===== config.mk =====
export PLATFORM = sky130hd
export DESIGN_NAME = w25q32jv_prog_seq
export DESIGN_NICKNAME = d
export VERILOG_FILES = /design/src/rtl/w25q32jv_prog_seq.sv
export SDC_FILE = /design/constraint.sdc
export NUM_CORES = 1
export LEC_CHECK = 0
export CAP_MARGIN = 15
export CORE_MARGIN = 4
export CORE_UTILIZATION = 59
export CTS_CLUSTER_DIAMETER = 100
export DETAILED_ROUTE_END_ITERATION = 16
export DONT_BUFFER_PORTS = 1
export PLACE_DENSITY = 0.85
export SKIP_LAST_GASP = 1
export SYNTH_ARGS = -nofsm -noshare
export SYNTH_HDL_FRONTEND = slang
export SYNTH_SLANG_ARGS = --single-unit

===== constraint.sdc =====
create_clock -name clk -period 6 [get_ports clk]
set_input_delay 1.2 -clock clk [delete_from_list [all_inputs] [get_ports clk]]
set_output_delay 1.2 -clock clk [all_outputs]
set_load 0.1 [all_outputs]

===== src/rtl/w25q32jv_prog_seq.sv =====
// rtl/w25q32jv_prog_seq.sv - W25Q32JV write-enable / program-or-erase / status-poll command sequencer
module w25q32jv_prog_seq #(
    parameter int GAP_CYCLES = 3,
    parameter int POLL_MAX   = 65535
) (
    input  logic        clk,
    input  logic        arst,
    input  logic        op_start,
    input  logic        op_sel,
    input  logic [23:0] op_addr,
    input  logic [15:0] op_wdata,
    output logic        busy,
    output logic        op_done,
    output logic        op_err,
    output logic [7:0]  status_last,
    output logic        spi_start,
    output logic [5:0]  spi_len,
    output logic [47:0] spi_data_send,
    input  logic        spi_done,
    input  logic [47:0] spi_data_recv
);

    localparam int GW = (GAP_CYCLES > 0) ? $clog2(GAP_CYCLES + 1) : 1;
    localparam logic [GW-1:0] GAP_LAST  = (GAP_CYCLES > 0) ? GW'(GAP_CYCLES - 1) : '0;
    localparam logic [15:0]   POLL_LAST = 16'(POLL_MAX);

    typedef enum logic [3:0] {
        IDLE, WREN, WREN_WAIT, GAP1, CMD, CMD_WAIT, GAP2, POLL, POLL_WAIT, DONE, ERR
    } state_t;

    state_t        state;
    logic [GW-1:0] gap_cnt;
    logic [15:0]   poll_cnt;
    logic          sel_q;
    logic [23:0]   addr_q;
    logic [15:0]   wdata_q;

    // only the status byte of the received frame is meaningful
    logic unused_recv;
    assign unused_recv = ^spi_data_recv[47:8];

    always_ff @(posedge clk or posedge arst) begin
        if (arst) begin
            state         <= IDLE;
            busy          <= 1'b0;
            op_done       <= 1'b0;
            op_err        <= 1'b0;
            status_last   <= 8'h00;
            spi_start     <= 1'b0;
            spi_len       <= 6'd0;
            spi_data_send <= 48'h0;
            gap_cnt       <= '0;
            poll_cnt      <= 16'd0;
            sel_q         <= 1'b0;
            addr_q        <= 24'h0;
            wdata_q       <= 16'h0;
        end else begin
            spi_start <= 1'b0;
            op_done   <= 1'b0;
            op_err    <= 1'b0;
            case (state)
                IDLE: begin
                    if (op_start) begin
                        sel_q   <= op_sel;
                        addr_q  <= op_addr;
                        wdata_q <= op_wdata;
                        busy    <= 1'b1;
                        state   <= WREN;
                    end
                end
                WREN: begin
                    spi_start     <= 1'b1;
                    spi_len       <= 6'd8;
                    spi_data_send <= {8'h06, 40'h0};
                    state         <= WREN_WAIT;
                end
                WREN_WAIT: begin
                    if (spi_done) begin
                        gap_cnt <= '0;
                        state   <= (GAP_CYCLES == 0) ? CMD : GAP1;
                    end
                end
                GAP1: begin
                    if (gap_cnt == GAP_LAST) state <= CMD;
                    else                     gap_cnt <= gap_cnt + 1'b1;
                end
                CMD: begin
                    spi_start <= 1'b1;
                    if (sel_q) begin
                        spi_len       <= 6'd32;
                        spi_data_send <= {8'h20, addr_q, 16'h0};
                    end else begin
                        spi_len       <= 6'd48;
                        spi_data_send <= {8'h02, addr_q, wdata_q};
                    end
                    state <= CMD_WAIT;
                end
                CMD_WAIT: begin
                    if (spi_done) begin
                        poll_cnt <= 16'd0;
                        gap_cnt  <= '0;
                        state    <= (GAP_CYCLES == 0) ? POLL : GAP2;
                    end
                end
                GAP2: begin
                    if (gap_cnt == GAP_LAST) state <= POLL;
                    else                     gap_cnt <= gap_cnt + 1'b1;
                end
                POLL: begin
                    spi_start     <= 1'b1;
                    spi_len       <= 6'd16;
                    spi_data_send <= {8'h05, 40'h0};
                    poll_cnt      <= poll_cnt + 16'd1;
                    state         <= POLL_WAIT;
                end
                POLL_WAIT: begin
                    if (spi_done) begin
                        status_last <= spi_data_recv[7:0];
                        // pulses are raised here so they are visible while in DONE/ERR, not IDLE
                        if (!spi_data_recv[0]) begin
                            op_done <= 1'b1;
                            busy    <= 1'b0;
                            state   <= DONE;
                        end else if (poll_cnt == POLL_LAST) begin
                            op_err <= 1'b1;
                            busy   <= 1'b0;
                            state  <= ERR;
                        end else begin
                            gap_cnt <= '0;
                            state   <= (GAP_CYCLES == 0) ? POLL : GAP2;
                        end
                    end
                end
                DONE:    state <= IDLE;
                ERR:     state <= IDLE;
                default: state <= IDLE;
            endcase
        end
    end

endmodule


==> reports/summary.txt, run 1 <==
Setup crit end kind -> primary output
Residual DRC -> 0
DRT iter0 DRCs -> 108
CTS Buffer Depth -> 2
Hold Crit Depth -> 1
Tot Pwr -> 4023 uW
area of the core -> 8299 sq um
post-synthesis sequential area ratio -> 60.26%
Leak -> 0.002634 uW
# port buffers -> 0
CP Depth -> 0
post-synth top area share -> 60.26%
FF+latch area -> 3053 sq um
Setup TNS Final -> 0 ns
most common flop cell mapped by yosys -> dfrtp_1
gr ovfl total -> 0
hpwl dp -> 6467 um
power share of the sequential group -> 56.2%
final cycle utilization of the critical path -> 44.68%
DR WL/cell -> 18.75 um
syn avg cell area -> 12.60 sq um
Fmax -> 373.0 MHz
H-tree depth -> 4
Worst Setup Start Kind -> flip-flop
PostCTS Resize Cnt -> 0
vias in the first global route -> 3192
global-route wire length before repair -> 16010 um
Synth top cells by count -> 122 x dfrtp_1, 45 x nand2_1, 41 x a22o_1, 41 x mux2_2, 18 x o21ai_0
fin crit period -> 2.681 ns
critical setup path kind -> reg -> out
Int Power -> 2105 uW
num rows -> 33
Multi-input gate area -> 1804 sq um
fin cells -> 515
CTS tree -> done
Skew-Pair Late Insertion Delay -> 0.50 ns
die height -> 100.7 um
most frequent cell after synthesis -> dfrtp_1
Hold WS -> 0.4838 ns
RSZ-0062 raised after global routing -> no
Mapped Area -> 5066 sq um
layout cell share with drive strength beyond 1 -> 21.46%
chip width -> 100.7 um
fill count -> 573
largest net degree at the start of global routing -> 78
max_cap viols -> 0
Die Area -> 10130 sq um
Slew HR -> 25.61%
initial antenna violation count -> 2
Syn-to-layout area delta -> 10.84%
Final Max Tran Viols -> 0
CTS root buffer -> clkbuf_8
I/O pin cnt -> 159
NumNets Final -> 492
Least-Margin Pin Slew -> 1.115 ns
ANT cells -> 0
GRT Total Usage -> 20.27%
Peak supply drop -> 397.3 uV
post-CTS setup buffer count -> 0
crit path DAT -> 1.48 ns
count of final setup violators -> 0
Clock Sink Count -> 122
M1 GR Usage -> 24.81%
EDFF count, synth -> 0
Post-CTS Hold Fix Bufs -> 0
Ys Warns -> 0
vias per cell -> 6.126
ranking of synthesized cells by area -> dfrtp_1 60%, mux2_2 9.1%, a22o_1 7.1%
placed cell count -> 483
Worst Clk Skew -> 0.005626 ns
P_sw -> 1919 uW
Synth async-reset ratio -> 100.0%
via count -> 3155
GPL Wtd Cong -> 0.8271
pwr dens -> 716.5 nW/um^2
Logic pwr share -> 19.2%
met3 GRT Util -> 7.128%
Clk network pwr share -> 24.6%
drt pass-1 iters -> 4
synthesized instance count -> 402
Switching Fraction -> 47.69%
initial core utilization -> 61.04%
Min-Delay Path Class -> reg -> reg
Cell variety after synth -> 47
WP data required -> 4.80 ns
Synth Register Bits -> 122
Clock Pin Slew Worst Setup and Hold Paths -> 0.06 ns
worst-path fanout max -> 3
final hold viol count -> 0
GRT busiest layer -> met2
Total Wirelength -> 9655 um
reg2reg path depth -> 5
M2 GR Usage -> 32.86%
status -> finished clean
total CTS buffers -> 17
cell taking the most area after synthesis -> dfrtp_1
ANT nets after route -> 0
path summary, 6_finish.rpt:
check                                                    from                       endpoint  slack [ns]
worst max-delay path            spi_data_send[41]$_DFFE_PP0P_              spi_data_send[41]        3.32
worst min-delay path                   addr_q[23]$_DFFE_PP0P_  spi_data_send[39]$_DFFE_PP0P_        0.48
worst max register to register           state[0]$_DFFE_PP0P_         spi_len[4]$_DFFE_PP0P_        3.66
worst min register to register         addr_q[23]$_DFFE_PP0P_  spi_data_send[39]$_DFFE_PP0P_        0.48
max in group asynchronous                                arst         gap_cnt[0]$_DFFE_PP0P_        4.13
min in group asynchronous                                arst         wdata_q[4]$_DFFE_PP0P_        0.78
state kept, by name, indices dropped and copies added (netlist names):
register / count
spi_data_send: 44
status_last: 8
op_err: 1
spi_start: 1
wdata_q: 16
spi_len: 3
sel_q: 1
gap_cnt: 2
busy: 1
state: 4
addr_q: 24
op_done: 1
poll_cnt: 16
routing by layer:
| layer | vias up | part of all wire (%) |
|---|---|---|
| li1 | 1429 | - |
| met1 | 1591 | 40 |
| met2 | 107 | 50 |
| met3 | 24 | 7.7 |
| met4 | 4 | 1.9 |
| met5 | - | 0.22 |
power by group through the flow:
stage | clock [uW] | sequential (uW) | combinational [uW]
2_1_floorplan | 0 | 2160 | 753
3_3_place_gp | 0 | 2260 | 734
3_5_place_dp | 0 | 2280 | 780
4_1_cts | 1010 | 2270 | 783
5_1_grt | 1050 | 2310 | 869
6_report | 988 | 2260 | 773
kinds of logic after synthesis:
| family | synth area share, % |
|---|---|
| AOI/OAI and AO/OA | 13.51 |
| and+or+nand+nor | 10.47 |
| DFF | 60.26 |
| buffers and inverters | 4.618 |
| muxes | 10.40 |
| xor gates and xnor gates | 0.1729 |
| adders and majority gates | 0.4939 |
| other | 0.07402 |
cell usage in the layout (no fill, tap or decap), types with 2 or more instances in the layout:
master,Yosys,routed
a21o_1,4,4
ha_1,2,2
conb_1,1,7
dfrtp_1,122,122
nand2_1,45,45
nand2b_1,3,2
nor2_1,8,8
inv_1,6,5
nor3_1,3,3
clkbuf_16,0,16
o22a_1,2,2
o21ai_0,18,18
clkbuf_8,0,2
mux2i_1,5,5
o211ai_1,4,4
buf_4,10,2
nand3_1,7,7
nor2b_1,3,3
a31oi_1,3,3
inv_6,0,6
o31ai_1,4,4
clkinv_4,0,3
nor2_2,3,3
a22o_1,41,41
bufinv_16,0,2
clkinvlp_4,0,2
a21oi_1,9,9
and3_1,5,5
a22oi_1,2,2
nand4_1,6,6
o22ai_1,3,3
mux2_2,41,41
nor3b_1,3,3
final cells by class:
| type | count | share of cell area (%) |
|---|---|---|
| Clock buffer | 18 | 7.620 |
| Clock inverter | 14 | 2.830 |
| Inverter | 6 | 0.4456 |
| Multi-Input combinational cell | 248 | 32.13 |
| Sequential cell | 122 | 54.37 |
| Tap cell | 105 | 2.340 |
| Timing Repair Buffer | 2 | 0.2674 |
metrics by stage:
stage / area [sq um] / setup slack (ns) / utilization [%]
global route: 5615 / 3.286 / 67.66
CTS: 5615 / 3.284 / 67.66
floorplan: 5089 / 1.557 / -
finish: 5615 / 3.319 / 67.66
global placement: 5029 / 3.534 / 60.59
detailed placement: 5029 / 3.484 / 60.59
No activity file was read; power rests on OpenSTA's default activity.
==> run 2, diff against run 1 <==
==> constraint.sdc (replaced) <==
create_clock -name clk -period 2.7 [get_ports clk]
set_input_delay 0.54 -clock clk [delete_from_list [all_inputs] [get_ports clk]]
set_output_delay 0.54 -clock clk [all_outputs]
set_load 0.1 [all_outputs]
==> reports/summary.txt, run 2 (same netlist as run 1, synthesis figures left out) <==
CTS root buffer -> clkbuf_8
Slew HR -> 36.23%
fin cells -> 523
Min-Delay Path Class -> in -> async
Setup crit end kind -> flip-flop
WP data required -> 3.09 ns
Syn-to-layout area delta -> 11.56%
Largest regs -> spi_data_send (44), addr_q (24)
hpwl dp -> 6524 um
DR WL met2 -> 4878 um
Leak -> 0.002649 uW
status -> finished clean
layout cell share with drive strength beyond 1 -> 22.78%
num rows -> 33
Die Area -> 10130 sq um
global-route wire length before repair -> 16450 um
largest net degree at the start of global routing -> 123
Peak supply drop -> 802.3 uV
DRT iter0 DRCs -> 136
r2r startpoint -> poll_cnt[0]$_DFFE_PP0P_
Setup TNS Final -> 0 ns
WL met1 -> 4138 um
fin crit period -> 2.197 ns
max incr delay on CP -> 0.42 ns
Clock Sink Count -> 122
Residual DRC -> 0
H-tree depth -> 4
gr ovfl total -> 0
crit path DAT -> 2.58 ns
Worst Setup Start Kind -> flip-flop
commonest non-fill, non-tap cell in the layout -> dfrtp_1
total CTS buffers -> 17
CP max-delay cell -> dfrtp_1
vias in the first global route -> 3352
reg2reg path depth -> 6
count of final setup violators -> 0
via count -> 3180
initial core utilization -> 61.04%
Post-CTS Hold Fix Bufs -> 0
CTS Buffer Depth -> 2
area of the core -> 8299 sq um
number of flip-flops in the largest register -> 44
initial antenna violation count -> 1
CP Cell Sequence -> ha_1, and3_1, nand4_1, o21ai_1, o22a_1, mux2_4
GPL Wtd Cong -> 0.8391
Top reg by flops -> spi_data_send
RSZ-0062 raised after global routing -> no
Worst Clk Skew -> 0.009014 ns
Least-Margin Pin Slew -> 0.9566 ns
Skew-Pair Late Insertion Delay -> 0.51 ns
most frequent cells in the layout -> 122 x dfrtp_1, 45 x nand2_1, 41 x a22o_1, 41 x mux2_2, 18 x o21ai_0
R2R Path End -> gap_cnt[1]$_DFFE_PP0P_
Clock Pin Slew Worst Setup and Hold Paths -> 0.06 ns
CTS tree -> done
die height -> 100.7 um
placed cell count -> 491
Top Metal Used -> met5
drt pass-1 iters -> 5
critical setup path kind -> reg -> reg
DR WL/cell -> 19.13 um
final cycle utilization of the critical path -> 81.38%
vias per cell -> 6.080
NumNets Final -> 500
# port buffers -> 0
Reg2Reg Setup Slack -> 0.50 ns
PostCTS Resize Cnt -> 0
post-CTS setup buffer count -> 0
max_cap viols -> 0
chip width -> 100.7 um
Total Wirelength -> 10000 um
GRT Total Usage -> 20.82%
Fmax -> 455.1 MHz
worst-path fanout max -> 6
pwr dens -> 1571 nW/um^2
final hold viol count -> 0
ANT nets after route -> 0
I/O pin cnt -> 159
met3 wire length -> 816 um
Final Max Tran Viols -> 0
==> run 2: cell count changes in the layout (fill, tap and decap cells not counted), sizes merged <==
cell and delta:
clkinv +1, clkinvlp +3, buf +8, diode +1, bufinv -1, inv -4
==> run 2: per-layer routing <==
layer,vias up,track usage [%]
met5,-,0
met4,2,8.394
met3,21,9.204
met2,112,33.42
met1,1601,24.53
li1,1444,-
==> run 2: cell type report <==
type / instances / area, sq um
tap: 105 / 131.4
inverter: 6 / 26.28
timing repair buffer: 10 / 87.58
clock inverter: 13 / 118.9
sequential: 122 / 3053
fill: 557 / 2648
clock buffer: 18 / 427.9
antenna: 1 / 2.502
multi-input combinational: 248 / 1804
==> run 2: power breakdown <==
group          leakage (uW)  internal [uW]  switching, uW  total [uW]
Combinational      0.000870            889            931        1820
Sequential          0.00152           2480           2530        5010
Clock              0.000260           1240            806        2050
Total               0.00265           4610           4270        8880
==> run 2: worst max path at each step <==
stage | startpoint | end | slack [ns]
after floorplan | arst | addr_q[0]$_DFFE_PP0P_ | 0.66
after detailed placement | state[0]$_DFFE_PP0P_ | wdata_q[3]$_DFFE_PP0P_ | 0.60
after CTS | poll_cnt[0]$_DFFE_PP0P_ | gap_cnt[1]$_DFFE_PP0P_ | 0.50
final | poll_cnt[0]$_DFFE_PP0P_ | gap_cnt[1]$_DFFE_PP0P_ | 0.50
after global placement | poll_cnt[0]$_DFFE_PP0P_ | gap_cnt[1]$_DFFE_PP0P_ | 0.65
after global routing | poll_cnt[0]$_DFFE_PP0P_ | gap_cnt[1]$_DFFE_PP0P_ | 0.38
==> run 2: worst max-delay path, delay by kind of cell, from the launching register on <==
family / cells / cell delay [ns]
mux: 1 / 0.30
simple gates: 2 / 0.50
compound gates: 2 / 0.64
flops: 1 / 0.42
fa+ha+maj: 1 / 0.22
==> run 2: through the flow <==
step / setup slack [ns] / hold WS (ns) / power (uW) / instance area, sq um / util (%)
floorplan: 0.6627 / 0.4374 / 6469 / 5092 / -
global placement: 0.6504 / 0.4550 / 6702 / 5102 / 61.48
detailed placement: 0.5986 / 0.4635 / 6850 / 5102 / 61.48
CTS: 0.5001 / 0.08224 / 8934 / 5649 / 68.07
global route: 0.3783 / 0.07630 / 9301 / 5649 / 68.07
finish: 0.5026 / 0.07842 / 8880 / 5652 / 68.10
